File: src/rtl/clock_divider_bank_if.sv
// rtl/clock_divider_bank_if.sv - config write port of clock_divider_bank (cfg_duty only with CLKDIV_DUTY_EN)
interface clock_divider_bank_if #(
    parameter int CH_W  = 2,
    parameter int CNT_W = 16
);
    logic             cfg_valid;
    logic             cfg_ready;
    logic [CH_W-1:0]  cfg_chan;
    logic [CNT_W-1:0] cfg_div;
`ifdef CLKDIV_DUTY_EN
    logic [CNT_W-1:0] cfg_duty;

    modport master (output cfg_valid, output cfg_chan, output cfg_div, output cfg_duty, input cfg_ready);
    modport slave  (input cfg_valid, input cfg_chan, input cfg_div, input cfg_duty, output cfg_ready);
`else
    modport master (output cfg_valid, output cfg_chan, output cfg_div, input cfg_ready);
    modport slave  (input cfg_valid, input cfg_chan, input cfg_div, output cfg_ready);
`endif
endinterface

File: src/rtl/clock_divider_bank.sv
// rtl/clock_divider_bank.sv - bank of glitch-free integer clock dividers; CLKDIV_DUTY_EN adds programmable high time
module clock_divider_bank #(
    parameter int CHANNELS    = 4,
    parameter int CNT_W       = 16,
    parameter int DEFAULT_DIV = 1133,
    localparam int CH_W       = (CHANNELS > 1) ? $clog2(CHANNELS) : 1
) (
    input  logic                clk_in,
    input  logic                reset,
    input  logic [CHANNELS-1:0] enable,
    clock_divider_bank_if.slave cfg,
    output logic [CHANNELS-1:0] clk_out,
    output logic [CHANNELS-1:0] tick
);
    localparam logic [CNT_W-1:0] DEF_DIV = CNT_W'(DEFAULT_DIV);
    localparam logic [CNT_W-1:0] DEF_HI  = DEF_DIV >> 1;

    logic [CNT_W-1:0]    cnt  [CHANNELS];
    logic [CNT_W-1:0]    div  [CHANNELS];
    logic [CNT_W-1:0]    hi   [CHANNELS];
    logic [CNT_W-1:0]    sdiv [CHANNELS];
    logic [CNT_W-1:0]    shi  [CHANNELS];
    logic [CHANNELS-1:0] pending;
    logic [CHANNELS-1:0] wrap;
    logic [CHANNELS-1:0] last;
    logic [31:0]         chan_idx;
    logic                pend_sel;
    logic                accept;
    logic [CNT_W-1:0]    new_div;
    logic [CNT_W-1:0]    new_hi;

    assign chan_idx = 32'(cfg.cfg_chan);

    // Out-of-range channels never match, so they always read ready and are dropped.
    always_comb begin
        pend_sel = 1'b0;
        for (int i = 0; i < CHANNELS; i++) begin
            if (chan_idx == 32'(i)) pend_sel = pending[i];
        end
    end

    assign cfg.cfg_ready = !pend_sel;
    assign accept        = cfg.cfg_valid && cfg.cfg_ready;

    always_comb begin
        new_div = (cfg.cfg_div < CNT_W'(2)) ? CNT_W'(2) : cfg.cfg_div;
`ifdef CLKDIV_DUTY_EN
        if (cfg.cfg_duty == '0)
            new_hi = CNT_W'(1);
        else if (cfg.cfg_duty > new_div - CNT_W'(1))
            new_hi = new_div - CNT_W'(1);
        else
            new_hi = cfg.cfg_duty;
`else
        new_hi = new_div >> 1;
`endif
    end

    always_comb begin
        for (int i = 0; i < CHANNELS; i++) begin
            wrap[i] = (cnt[i] >= div[i] - CNT_W'(1));
            last[i] = (cnt[i] == div[i] - CNT_W'(1));
        end
    end

    always_ff @(posedge clk_in) begin
        if (reset) begin
            for (int i = 0; i < CHANNELS; i++) begin
                cnt[i]  <= '0;
                div[i]  <= DEF_DIV;
                hi[i]   <= DEF_HI;
                sdiv[i] <= DEF_DIV;
                shi[i]  <= DEF_HI;
            end
            pending <= '0;
            clk_out <= '0;
            tick    <= '0;
        end else begin
            for (int i = 0; i < CHANNELS; i++) begin
                if (enable[i]) begin
                    cnt[i]     <= wrap[i] ? '0 : cnt[i] + CNT_W'(1);
                    clk_out[i] <= (cnt[i] < hi[i]);
                    tick[i]    <= last[i];
                end else begin
                    cnt[i]     <= '0;
                    clk_out[i] <= 1'b0;
                    tick[i]    <= 1'b0;
                end
                // Shadow values only move to the active set at a period boundary.
                if (pending[i] && (!enable[i] || wrap[i])) begin
                    div[i]     <= sdiv[i];
                    hi[i]      <= shi[i];
                    pending[i] <= 1'b0;
                end
                if (accept && chan_idx == 32'(i)) begin
                    sdiv[i]    <= new_div;
                    shi[i]     <= new_hi;
                    pending[i] <= 1'b1;
                end
            end
        end
    end
endmodule

File: src/flat_wrapper.sv
// flat-port wrapper written by rule: the top's interface ports become plain ports
module clock_divider_bank_flat 
#(
    parameter int CHANNELS    = 4,
    parameter int CNT_W       = 16,
    parameter int DEFAULT_DIV = 1133,
    localparam int CH_W       = (CHANNELS > 1) ? $clog2(CHANNELS) : 1
)
  (clk_in, reset, enable, clk_out, tick, cfg_cfg_valid, cfg_cfg_chan, cfg_cfg_div, cfg_cfg_ready);
  clock_divider_bank_if #(.CH_W((2)), .CNT_W(CNT_W)) cfg_i ();
  input  logic clk_in;
  input  logic reset;
  input  logic [CHANNELS-1:0] enable;
  output logic [CHANNELS-1:0] clk_out;
  output logic [CHANNELS-1:0] tick;
  input wire logic [$bits(cfg_i.cfg_valid)-1:0] cfg_cfg_valid;
  input wire logic [$bits(cfg_i.cfg_chan)-1:0] cfg_cfg_chan;
  input wire logic [$bits(cfg_i.cfg_div)-1:0] cfg_cfg_div;
  output wire logic [$bits(cfg_i.cfg_ready)-1:0] cfg_cfg_ready;
  assign cfg_i.cfg_valid = cfg_cfg_valid;
  assign cfg_i.cfg_chan = cfg_cfg_chan;
  assign cfg_i.cfg_div = cfg_cfg_div;
  assign cfg_cfg_ready = cfg_i.cfg_ready;
  clock_divider_bank #(.CHANNELS(CHANNELS), .CNT_W(CNT_W), .DEFAULT_DIV(DEFAULT_DIV)) u_core (.clk_in(clk_in), .reset(reset), .enable(enable), .cfg(cfg_i), .clk_out(clk_out), .tick(tick));
endmodule
File: config.mk
export PLATFORM = sky130hd
export DESIGN_NAME = clock_divider_bank_flat
export DESIGN_NICKNAME = d
export VERILOG_FILES = /design/src/rtl/clock_divider_bank_if.sv /design/src/rtl/clock_divider_bank.sv /design/src/flat_wrapper.sv
export SDC_FILE = /design/constraint.sdc
export NUM_CORES = 1
export LEC_CHECK = 0
export CORE_MARGIN = 4
export CORE_UTILIZATION = 46
export CTS_BUF_LIST = sky130_fd_sc_hd__clkbuf_16
export DETAILED_ROUTE_END_ITERATION = 8
export PLACE_DENSITY_LB_ADDON = 0.3
export REMOVE_ABC_BUFFERS = 1
export SYNTH_ARGS = -nofsm -noshare
export SYNTH_HDL_FRONTEND = slang
export SYNTH_SLANG_ARGS = --single-unit
File: constraint.sdc
create_clock -name clk_in -period 6.4 [get_ports clk_in]
set_clock_uncertainty 0.15 [all_clocks]
set_input_delay 0.64 -clock clk_in [delete_from_list [all_inputs] [get_ports clk_in]]
set_output_delay 0.64 -clock clk_in [all_outputs]
set_load 0.005 [all_outputs]
After elaboration in Yosys (flattened, before gate mapping) --
Memory sizes are Yosys's and may differ from the RTL's. Index checks and enable logic that the tools add are counted.
Word-level totals: word-level logic and storage cells 187, input port bits 25, register bits after elaboration 12, bits in writable memories 316, memories kept 5
Operators by class: bitwise operators 28, mux-type cells 91, reductions and logical operators 27, $lt $le $gt $ge 9, add/sub/neg operators 8, equal/unequal tests 7
Memory list:
- u_core.cnt | words 4, width 16, read ports 4, clocked after memory_dff 0, wr ports 4, line clock_divider_bank.sv:18 | logic [CNT_W-1:0] cnt [CHANNELS];
- u_core.div | words 4, width 16, read ports 4, clocked after memory_dff 0, wr ports 4, line clock_divider_bank.sv:19 | logic [CNT_W-1:0] div [CHANNELS];
- u_core.hi | words 4, width 16, read ports 4, clocked after memory_dff 0, wr ports 4, line clock_divider_bank.sv:20 | logic [CNT_W-1:0] hi [CHANNELS];
- u_core.sdiv | words 4, width 16, read ports 4, clocked after memory_dff 0, wr ports 4, line clock_divider_bank.sv:21 | logic [CNT_W-1:0] sdiv [CHANNELS];
- u_core.shi | words 4, width 15, read ports 4, clocked after memory_dff 0, wr ports 4, line clock_divider_bank.sv:22 | logic [CNT_W-1:0] shi [CHANNELS];
Operators with widths (number):
- two-way mux 16 bit | 25
- adder 16 x 1 -> 16 bit (second input constant) | 4
- equality test 16 bit | 4
- greater-or-equal comparator 16 bit | 4
- < comparator 16 bit | 4
- subtractor 16 x 1 -> 16 bit (second input constant) | 4
- two-way mux 1 bit | 62
- two-way mux 15 bit | 4
- logical NOT 32 bit | 1
- OR 1 bit | 24
- < comparator 16 x 2 -> 1 bit (second input constant) | 1
- logical AND 1 bit | 9
- nonzero test 2 bit | 4
- OR reduction 2 bit | 4
- logical NOT 1 bit | 5
- equality test 2 bit (second input constant) | 2
- logical OR 1 bit | 4
- inverter 1 bit | 4
- equality test 2 x 1 -> 1 bit (second input constant) | 1

Depth between registers and ports, before layout --
Gate-level depths: netlist of the first run.
word-level depth 12, gate-level depth with buffers 14, gate-level depth less buffers 12

Least setup slack after synthesis of the first run --
OpenSTA, ideal clock, no wires.
kind flip-flop to flip-flop, from memory u_core.div[3][3], to memory u_core.div[3][0] (enable), slack 2112 ps, arrival 3725 ps, library setup time 414 ps, path buffers 0, period minus slack after synthesis 4288 ps, stages on the path, launching flop included 10, required time 5836 ps, cell sequence edfxtp_1 > nor4_1 > nand2_1 > nor4_1 > xnor2_1 > ha_1 > nand4_1 > a2111o_1 > nand4_1 > a21boi_0
RTL lines (line):
- start: declaration | clock_divider_bank.sv:19

==> impl_metrics.ini, run 1 <==
[sta]
rsz0062_at_grt = false
fin_crit_sh = 0.741
fin_crit_ns = 4.74
slew_violations = 0
hold_viol = 0
finalSetupTns_ns = 0
max_freq_ghz = 0.211
max-slew-margin-rel = 0.202
worst_slew_pin_slew_ns = 1.19
setup_violations = 0

[synthesis]
synth-seq-cells = 204
synth_ff_type = edfxtp_1
synth_top_area_frac = 0.469
avgSynthCellArea_um2 = 10.7
synth_edf_count = 192
yosysWarnings = 0
synth-async-reset-ratio = 0
ys_top_cells_by_area = edfxtp_1 (47%), ha_1 (13%), xnor2_1 (6.2%), nor2_1 (3.2%), inv_1 (2.7%)
synth_top_area_cell = edfxtp_1
synth-seq-area-share = 0.489
synth_cell_type_count = 50
syn-instance-count = 1144
syn-cell-area_um2 = 12300

[grt]
grt_usage = 0.174
overflow = 0
grt_first_pass_wirelength_um = 41900
antenna_found_initial = 0
grt_max_degree = 36
grt_pass1_vias = 8634

[clocking]
cts_buffers = 24
clkSinkCount = 204
h-tree-depth = 1
cts_hold_buf = 0
clock_insertion_delay_worst_skew_ns = 0.52
post_cts_buffers = 0
ctsLongestPathBuffers = 3
cts_resized = 0
clk_pin_slew_worst_paths_ns = 0.05
clockRootBuffer = clkbuf_16
cts_tree = yes

[layout]
seq_area_um2 = 6010
area_delta_synth_final_pct = 14.4
antennaDiodeCount = 0
final_cell_area_um2 = 14100
fin_nets = 1400
final_layout_size_suffix_gt1_frac = 0.0419
multi_input_area_um2 = 6130
fillers = 2300

[worst_setup_path]
path_max_fanout = 17
worstPathArrival_ns = 4.73
cpPeakStageDelay_ns = 0.65
startpoint_type = register
required_ns = 6.39
cp_cell_sequence = or4_1, nor4_1, nand3_1, nor3_1, xnor2_1, ha_1, nand4_1, or3_1, a211o_1, nand4_1, o21a_1
cp-end-kind = register
crit_type = register to register
crit_top_cell = nand4_1
crit_path_top_delay_cell = o21a_1

[min_path]
hold_class = register to register

[routing]
drcViolationCount = 0
dr.pass1.iters = 5
route.vias.total = 8608
drt-total-wl_um = 24800
postRouteAntennaNets = 0
avgViaCountPerCell = 5.38
wire_per_inst_um = 15.5
drt_iter0_drc = 543

[power]
power_leakage_uw = 0.00564
p_per_area_nw_per_um2 = 232
ir_drop_uv = 222
p_total_uw = 3260

[die]
die_x_um = 171
core-area_um2 = 26200
rows = 59
dieArea_um2 = 29400
io_pins = 34
fp.dieH_um = 171
initial_core_util = 0.469

[placement]
post_dp_cell_area_um2 = 13200
gp_congestion = 0.833
io_buffer_count = 33
dp_hpwl_um = 18400

[run_status]
outcome = complete, no violations

[run]
cap_violations = 0
[kinds of logic after synthesis]
| family | synth area share |
|---|---|
| AOI/OAI and AO/OA | 0.0618 |
| other | 0.000305 |
| xor gates and xnor gates | 0.0770 |
| DFF | 0.489 |
| and+or+nand+nor | 0.207 |
| adders and majority gates | 0.130 |
| muxes | 0.000916 |
| buffers and inverters | 0.0341 |
[path summary, 6_finish.rpt]
check	slack, ns	cells after the start	endpoint	from
worst min-delay path	0.35	1	u_core.div[3][10]	u_core.sdiv[3][10]
worst min register to register	0.35	1	u_core.div[3][10]	u_core.sdiv[3][10]
worst max register to register	1.66	11	u_core.div[0][0]	u_core.div[0][7]
worst max-delay path	1.66	11	u_core.div[0][0]	u_core.div[0][7]
[cells in the mapped netlist, types with 7 or more instances]
library cell	count
edfxtp_1	192
ha_1	128
nor2_1	105
inv_1	87
xnor2_1	87
nand2_1	58
and3_1	49
nand4_1	48
nor3_1	44
a21oi_1	36
and2_1	29
nand3_1	29
a21o_1	23
nand2b_1	23
clkbuf_1	21
xor2_1	21
nor4_1	20
nand3b_1	19
or3_1	17
nor2b_1	15
o21ai_0	14
dfxtp_1	12
a211oi_1	8
o31ai_1	7
[routing by layer]
layer / GRT usage / wire [um]
met3: 0.0257 / 1340
met5: 0 / 0
met2: 0.290 / 11600
met4: 0.0496 / 558
met1: 0.237 / 11300
[metrics by stage]
step / utilization / cells / worst slack (ns) / hold slack (ns)
2_1_floorplan: - / 1184 / 1.21 / 0.313
3_3_place_gp: 0.506 / 1556 / 1.83 / 0.337
3_5_place_dp: 0.506 / 1556 / 1.68 / 0.339
4_1_cts: 0.537 / 1599 / 1.65 / 0.351
5_1_grt: 0.537 / 1599 / 1.32 / 0.359
6_report: 0.537 / 1599 / 1.66 / 0.351
[sequential cells by signal, indices dropped and copies added, names as in the netlist]
signal	cells
u_core.tick	4
u_core.div	64
u_core.pending	4
u_core.cnt	64
u_core.clk_out	4
u_core.shi	16
u_core.sdiv	48
[cell type report]
class                           instances  share of cell area
Clock buffer                           25              0.0445
Clock inverter                         18              0.0133
Inverter                               88              0.0235
Multi-Input combinational cell        892               0.436
Sequential cell                       204               0.427
Tap cell                              335              0.0298
Timing Repair Buffer                   37              0.0256
[layout by cell type, fill, tap and decap left out, types with 2 or more instances in the layout]
cell and n:
edfxtp_1 192, and4_1 6, conb_1 64, bufinv_16 4, o21a_1 3, a31o_2 4, clkdlybuf4s50_1 33, a31oi_1 2
nand3b_1 19, nor2_1 105, a21oi_1 36, clkinv_1 3, inv_1 92, xnor2_1 87, nand4_1 48, buf_4 4
nor3b_1 5, dfxtp_1 12, or3_1 17, ha_1 128, nand2b_1 23, xor2_1 21, and3_1 49, nand2_1 58
a211oi_1 8, clkbuf_16 25, o211ai_1 4, o21ai_1 2, and2_1 29, o31ai_1 6, nor2b_1 15, o21ai_0 14
nor3_1 44, nor4_1 19, a2111oi_0 4, nand3_1 29, a21o_1 23, or4_1 4, clkinv_2 4
[where the power goes]
group          internal (uW)  switching, uW
logic                    117            171
clock network            864            523
registers               1530           60.2
[worst max-delay path, delay by kind of cell, from the launching register on]
family / cells / cell delay (ns)
simple gates: 7 / 2.35
fa+ha+maj: 1 / 0.32
flops: 1 / 0.45
xor+xnor: 1 / 0.11
compound gates: 2 / 0.97
(Power assumes the default switching activity.)
==> inputs of run 2 (changes only) <==
- clock period: 6.4 -> 4.6 ns (I/O delays scaled with it)
==> run 2 against run 1 <==
  * Wire length down 0.76%
  * Cell area up 0.35%
  * Die area unchanged
  * Largest cell class unchanged
  * Largest power group unchanged
  * Highest routed layer unchanged
==> impl_metrics.ini, run 2 (synthesis gave the netlist of run 1 again) <==
[run]
cap_violations = 0

[routing]
postRouteAntennaNets = 0
drt_iter0_drc = 515
drt-total-wl_um = 24600
drcViolationCount = 0
dr.pass1.iters = 4
route.vias.total = 8412
wire_per_inst_um = 15.3
avgViaCountPerCell = 5.24

[die]
core-area_um2 = 26200
initial_core_util = 0.469
io_pins = 34
rows = 59
dieArea_um2 = 29400
die_x_um = 171
fp.dieH_um = 171

[grt]
grt_usage = 0.170
overflow = 0
grt_first_pass_wirelength_um = 40900
grt_max_degree = 35
antenna_found_initial = 0
grt_pass1_vias = 8195

[sta]
hold_viol = 0
max_freq_ghz = 0.237
slew_violations = 0
setup_violations = 0
fin_crit_ns = 4.23
fin_crit_sh = 0.919
setup_slack_ns = 0.372
worst_slew_pin_slew_ns = 1.04
max-slew-margin-rel = 0.304
holdWs_ns = 0.355
rsz0062_at_grt = false

[power]
ir_drop_uv = 284
switching_share = 0.238
seq_power_share = 0.481
p_switching_uw = 1090
pwr-share-clk = 0.431
power_leakage_uw = 0.00565
p_int_uw = 3490
p_per_area_nw_per_um2 = 325
p_comb_frac = 0.088

[worst_setup_path]
cp_num_cells = 12
cp-end-kind = register
worstReg2RegEnd = u_core.div[2][13]
crit_type = register to register
cpPeakStageDelay_ns = 0.48
path_max_fanout = 16
crit_path_end = u_core.div[2][13]
rr_worst_depth = 12
crit_family = simple AND/OR/NAND/NOR gates
r2r_start = u_core.div[2][2]
worstPathArrival_ns = 4.28
crit_path_top_delay_cell = nor4_1
path_buf_inv = 1
cp_cell_sequence = nor4_1, nand4_1, or4_1, nor4_1, xnor2_1, ha_1, nand4_1, or3_1, a21o_1, o311ai_4, a21o_1, buf_4
startpoint_type = register
reg2reg_slack_ns = 0.37
required_ns = 4.65
cp-startpoint = u_core.div[2][2]

[layout]
fin_cells = 1604
seq_area_um2 = 6010
multi_input_area_um2 = 6130
fillers = 2258
area_delta_synth_final_pct = 14.8
fin_nets = 1405
final_layout_size_suffix_gt1_frac = 0.0489
largest_registers = u_core.cnt: 64 flops, u_core.div: 64 flops, u_core.sdiv: 48 flops
mostFrequentLayoutCells = edfxtp_1 (192), ha_1 (128), nor2_1 (105)
layout_commonest_cell = edfxtp_1
antennaDiodeCount = 0

[clocking]
h-tree-depth = 1
clk_pin_slew_worst_paths_ns = 0.06
post_cts_buffers = 0
clkSinkCount = 204
clock_insertion_delay_worst_skew_ns = 0.53
cts_resized = 0
clockRootBuffer = clkbuf_16
cts_buffers = 23
cts_hold_buf = 0
ctsLongestPathBuffers = 3
cts_tree = yes

[placement]
io_buffer_count = 33
place_inst = 1562
dp_hpwl_um = 18100
place_ws_ns = 0.373
gp_congestion = 0.883

[min_path]
hold_class = register to register

[run_status]
outcome = complete, no violations
-- run 2: routing by layer --
layer	GRT usage	vias up	wire [um]
met5	0	-	0
met4	0.0393	0	469
met3	0.0260	39	989
met2	0.276	117	11300
met1	0.243	3924	11900
li1	-	4332	-
-- run 2: how the worst min path moves through the flow --
stage | cells after the start | endpoint | slack [ns] | startpoint
6_report | 1 | u_core.div[0][3] | 0.36 | u_core.sdiv[0][3]
4_1_cts | 1 | u_core.div[2][2] | 0.36 | u_core.sdiv[2][2]
3_5_place_dp | 1 | u_core.div[2][6] | 0.34 | u_core.sdiv[2][6]
5_1_grt | 1 | u_core.div[2][5] | 0.37 | u_core.sdiv[2][5]
2_1_floorplan | 2 | u_core.pending[2] | 0.31 | u_core.pending[2]
3_3_place_gp | 1 | u_core.div[0][0] | 0.34 | u_core.sdiv[0][0]
-- run 2: area by class of cell --
type | instances | share of cell area
well taps | 335 | 0.0297
multi-input cells | 892 | 0.435
inverters | 88 | 0.0234
clock inverters | 19 | 0.0170
repair buffers | 43 | 0.0287
flip-flops and latches | 204 | 0.426
clock buffers | 23 | 0.0408
-- run 2: worst reg2reg max path: stages (launching register included) --
cell	delay [ns]
edfxtp_1	0.47
nor4_1	0.49
nand4_1	0.24
or4_1	0.46
nor4_1	0.26
xnor2_1	0.11
ha_1	0.30
nand4_1	0.18
or3_1	0.43
a21o_1	0.19
o311ai_4	0.20
a21o_1	0.21
buf_4	0.23
-- run 2: power groups by stage --
| stage | registers [uW] | logic [uW] | clock network (uW) |
|---|---|---|---|
| floorplan | 2220 | 272 | 0 |
| global placement | 2240 | 390 | 0 |
| detailed placement | 2240 | 403 | 0 |
| CTS | 2200 | 406 | 2010 |
| global route | 2220 | 465 | 2110 |
| finish | 2200 | 404 | 1970 |
-- run 2: per-stage QoR --
stage / setup TNS, ns / cell area, um^2 / power [uW] / utilization
global placement: 0 / 13300 / 2630 / 0.507
floorplan: -11.49 / 12400 / 2490 / -
detailed placement: 0 / 13300 / 2650 / 0.507
global route: 0 / 14100 / 4790 / 0.538
CTS: 0 / 14100 / 4620 / 0.538
finish: 0 / 14100 / 4580 / 0.538
==> inputs of run 3 (changes only) <==
- REMOVE_ABC_BUFFERS: 1 -> unset
==> run 3 against run 2 <==
  * Wire length up 2.3%
  * Critical endpoint is now u_core.div[2][4]
  * Non-clock buffer count shrank 2
  * Largest cell class unchanged
  * Maximum frequency down 0.59%
  * Hold slack worse by 0.0054 ns
  * Clock power is 3% higher
  * Die area unchanged
  * Core utilization rose by 0.096 points
  * Critical path type unchanged
==> impl_metrics.ini, run 3 (synthesis gave the netlist of run 1 again) <==
[worst_setup_path]
reg2reg_slack_ns = 0.35
crit_type = register to register
path_max_fanout = 21
cp-startpoint = u_core.div[2][2]
r2r_start = u_core.div[2][2]
worstPathArrival_ns = 4.32
startpoint_type = register
rr_worst_depth = 12
required_ns = 4.66
cp-end-kind = register

[sta]
fin_crit_sh = 0.925
hold_viol = 0
rsz0062_at_grt = false
max-slew-margin-rel = 0.235
worst_slew_pin_slew_ns = 1.14
finalSetupTns_ns = 0
max_freq_ghz = 0.235
setup_slack_ns = 0.347
slew_violations = 0
setup_violations = 0
holdWs_ns = 0.350
fin_crit_ns = 4.25

[layout]
layout_commonest_cell = edfxtp_1
largest_registers = u_core.cnt: 64 flops, u_core.div: 64 flops, u_core.sdiv: 48 flops
multi_input_area_um2 = 6130
seq_area_um2 = 6010
fin_cells = 1604
mostFrequentLayoutCells = edfxtp_1 (192), ha_1 (128), nor2_1 (105)
area_delta_synth_final_pct = 15.0
fillers = 2238
antennaDiodeCount = 0
final_layout_size_suffix_gt1_frac = 0.0473
fin_nets = 1404
final_cell_area_um2 = 14100

[power]
p_int_uw = 3560
p_comb_frac = 0.087
seq_power_share = 0.475
ir_drop_uv = 239
switching_share = 0.235
power_leakage_uw = 0.00565
p_switching_uw = 1090
p_per_area_nw_per_um2 = 329
pwr-share-clk = 0.438

[placement]
gp_congestion = 0.852
place_ws_ns = 0.350
post_dp_cell_area_um2 = 13300
dp_hpwl_um = 18700
io_buffer_count = 33
place_inst = 1560

[routing]
drt-total-wl_um = 25200
drcViolationCount = 0
wire_per_inst_um = 15.7
drt_iter0_drc = 515
postRouteAntennaNets = 0
dr.pass1.iters = 5
avgViaCountPerCell = 5.35
route.vias.total = 8588

[grt]
grt_first_pass_wirelength_um = 41800
grt_usage = 0.174
antenna_found_initial = 0
grt_max_degree = 23
grt_pass1_vias = 8567
overflow = 0

[min_path]
whs_path_depth = 1
hp-start = u_core.sdiv[3][3]
hold_class = register to register

[die]
die_x_um = 171
core-area_um2 = 26200
initial_core_util = 0.469
rows = 59
fp.dieH_um = 171
dieArea_um2 = 29400
io_pins = 34

[clocking]
cts_resized = 0
h-tree-depth = 1
cts_tree = yes
clkSinkCount = 204
clk_pin_slew_worst_paths_ns = 0.06
clock_insertion_delay_worst_skew_ns = 0.52
clockRootBuffer = clkbuf_16
post_cts_buffers = 0
cts_buffers = 24
cts_hold_buf = 0
ctsLongestPathBuffers = 3

[run_status]
outcome = complete, no violations

[run]
cap_violations = 0
## run 3: cell types whose count changed in the layout (fill, tap and decap cells not counted), sizes merged
| cell | change |
|---|---|
| inv | -1 |
| clkinv | -2 |
| clkinvlp | +3 |
| clkbuf | +2 |
| buf | -2 |
## run 3: metal layers
metal	routed length [um]	vias to the layer above	global-route usage
li1	-	4327	-
met1	11700	4052	0.239
met2	11500	166	0.285
met3	1360	43	0.0347
met4	537	0	0.0486
met5	0	-	0
## run 3: power groups by stage
stage          sequential, uW  clock, uW  combinational [uW]
2_1_floorplan            2220          0                 282
3_3_place_gp             2240          0                 388
3_5_place_dp             2250          0                 403
4_1_cts                  2210       2080                 406
5_1_grt                  2220       2170                 465
6_report                 2210       2030                 406
## run 3: final cells by class
class | instances | area share
Sequential cell | 204 | 0.425
Timing Repair Buffer | 41 | 0.0276
Clock buffer | 25 | 0.0443
Multi-Input combinational cell | 892 | 0.434
Inverter | 88 | 0.0234
Clock inverter | 19 | 0.0163
Tap cell | 335 | 0.0297
## run 3: worst paths after layout
| path | end |
|---|---|
| max | u_core.div[2][4] |
| min | u_core.div[3][3] |
| max reg2reg | u_core.div[2][4] |
| min reg2reg | u_core.div[3][3] |
## run 3: critical path, stage by stage, from the launching register on
cell	delay, ns
edfxtp_1	0.46
or4_1	0.58
or4_4	0.46
nor4_4	0.22
nand4_1	0.17
xnor2_1	0.16
ha_1	0.30
nand4_1	0.16
or3_1	0.42
a21o_1	0.19
o311ai_4	0.22
a21o_1	0.22
buf_4	0.23
## run 3: metrics by stage
step | power (uW) | utilization
CTS | 4690 | 0.539
global placement | 2630 | 0.507
finish | 4650 | 0.539
global route | 4850 | 0.539
detailed placement | 2650 | 0.507
floorplan | 2500 | -
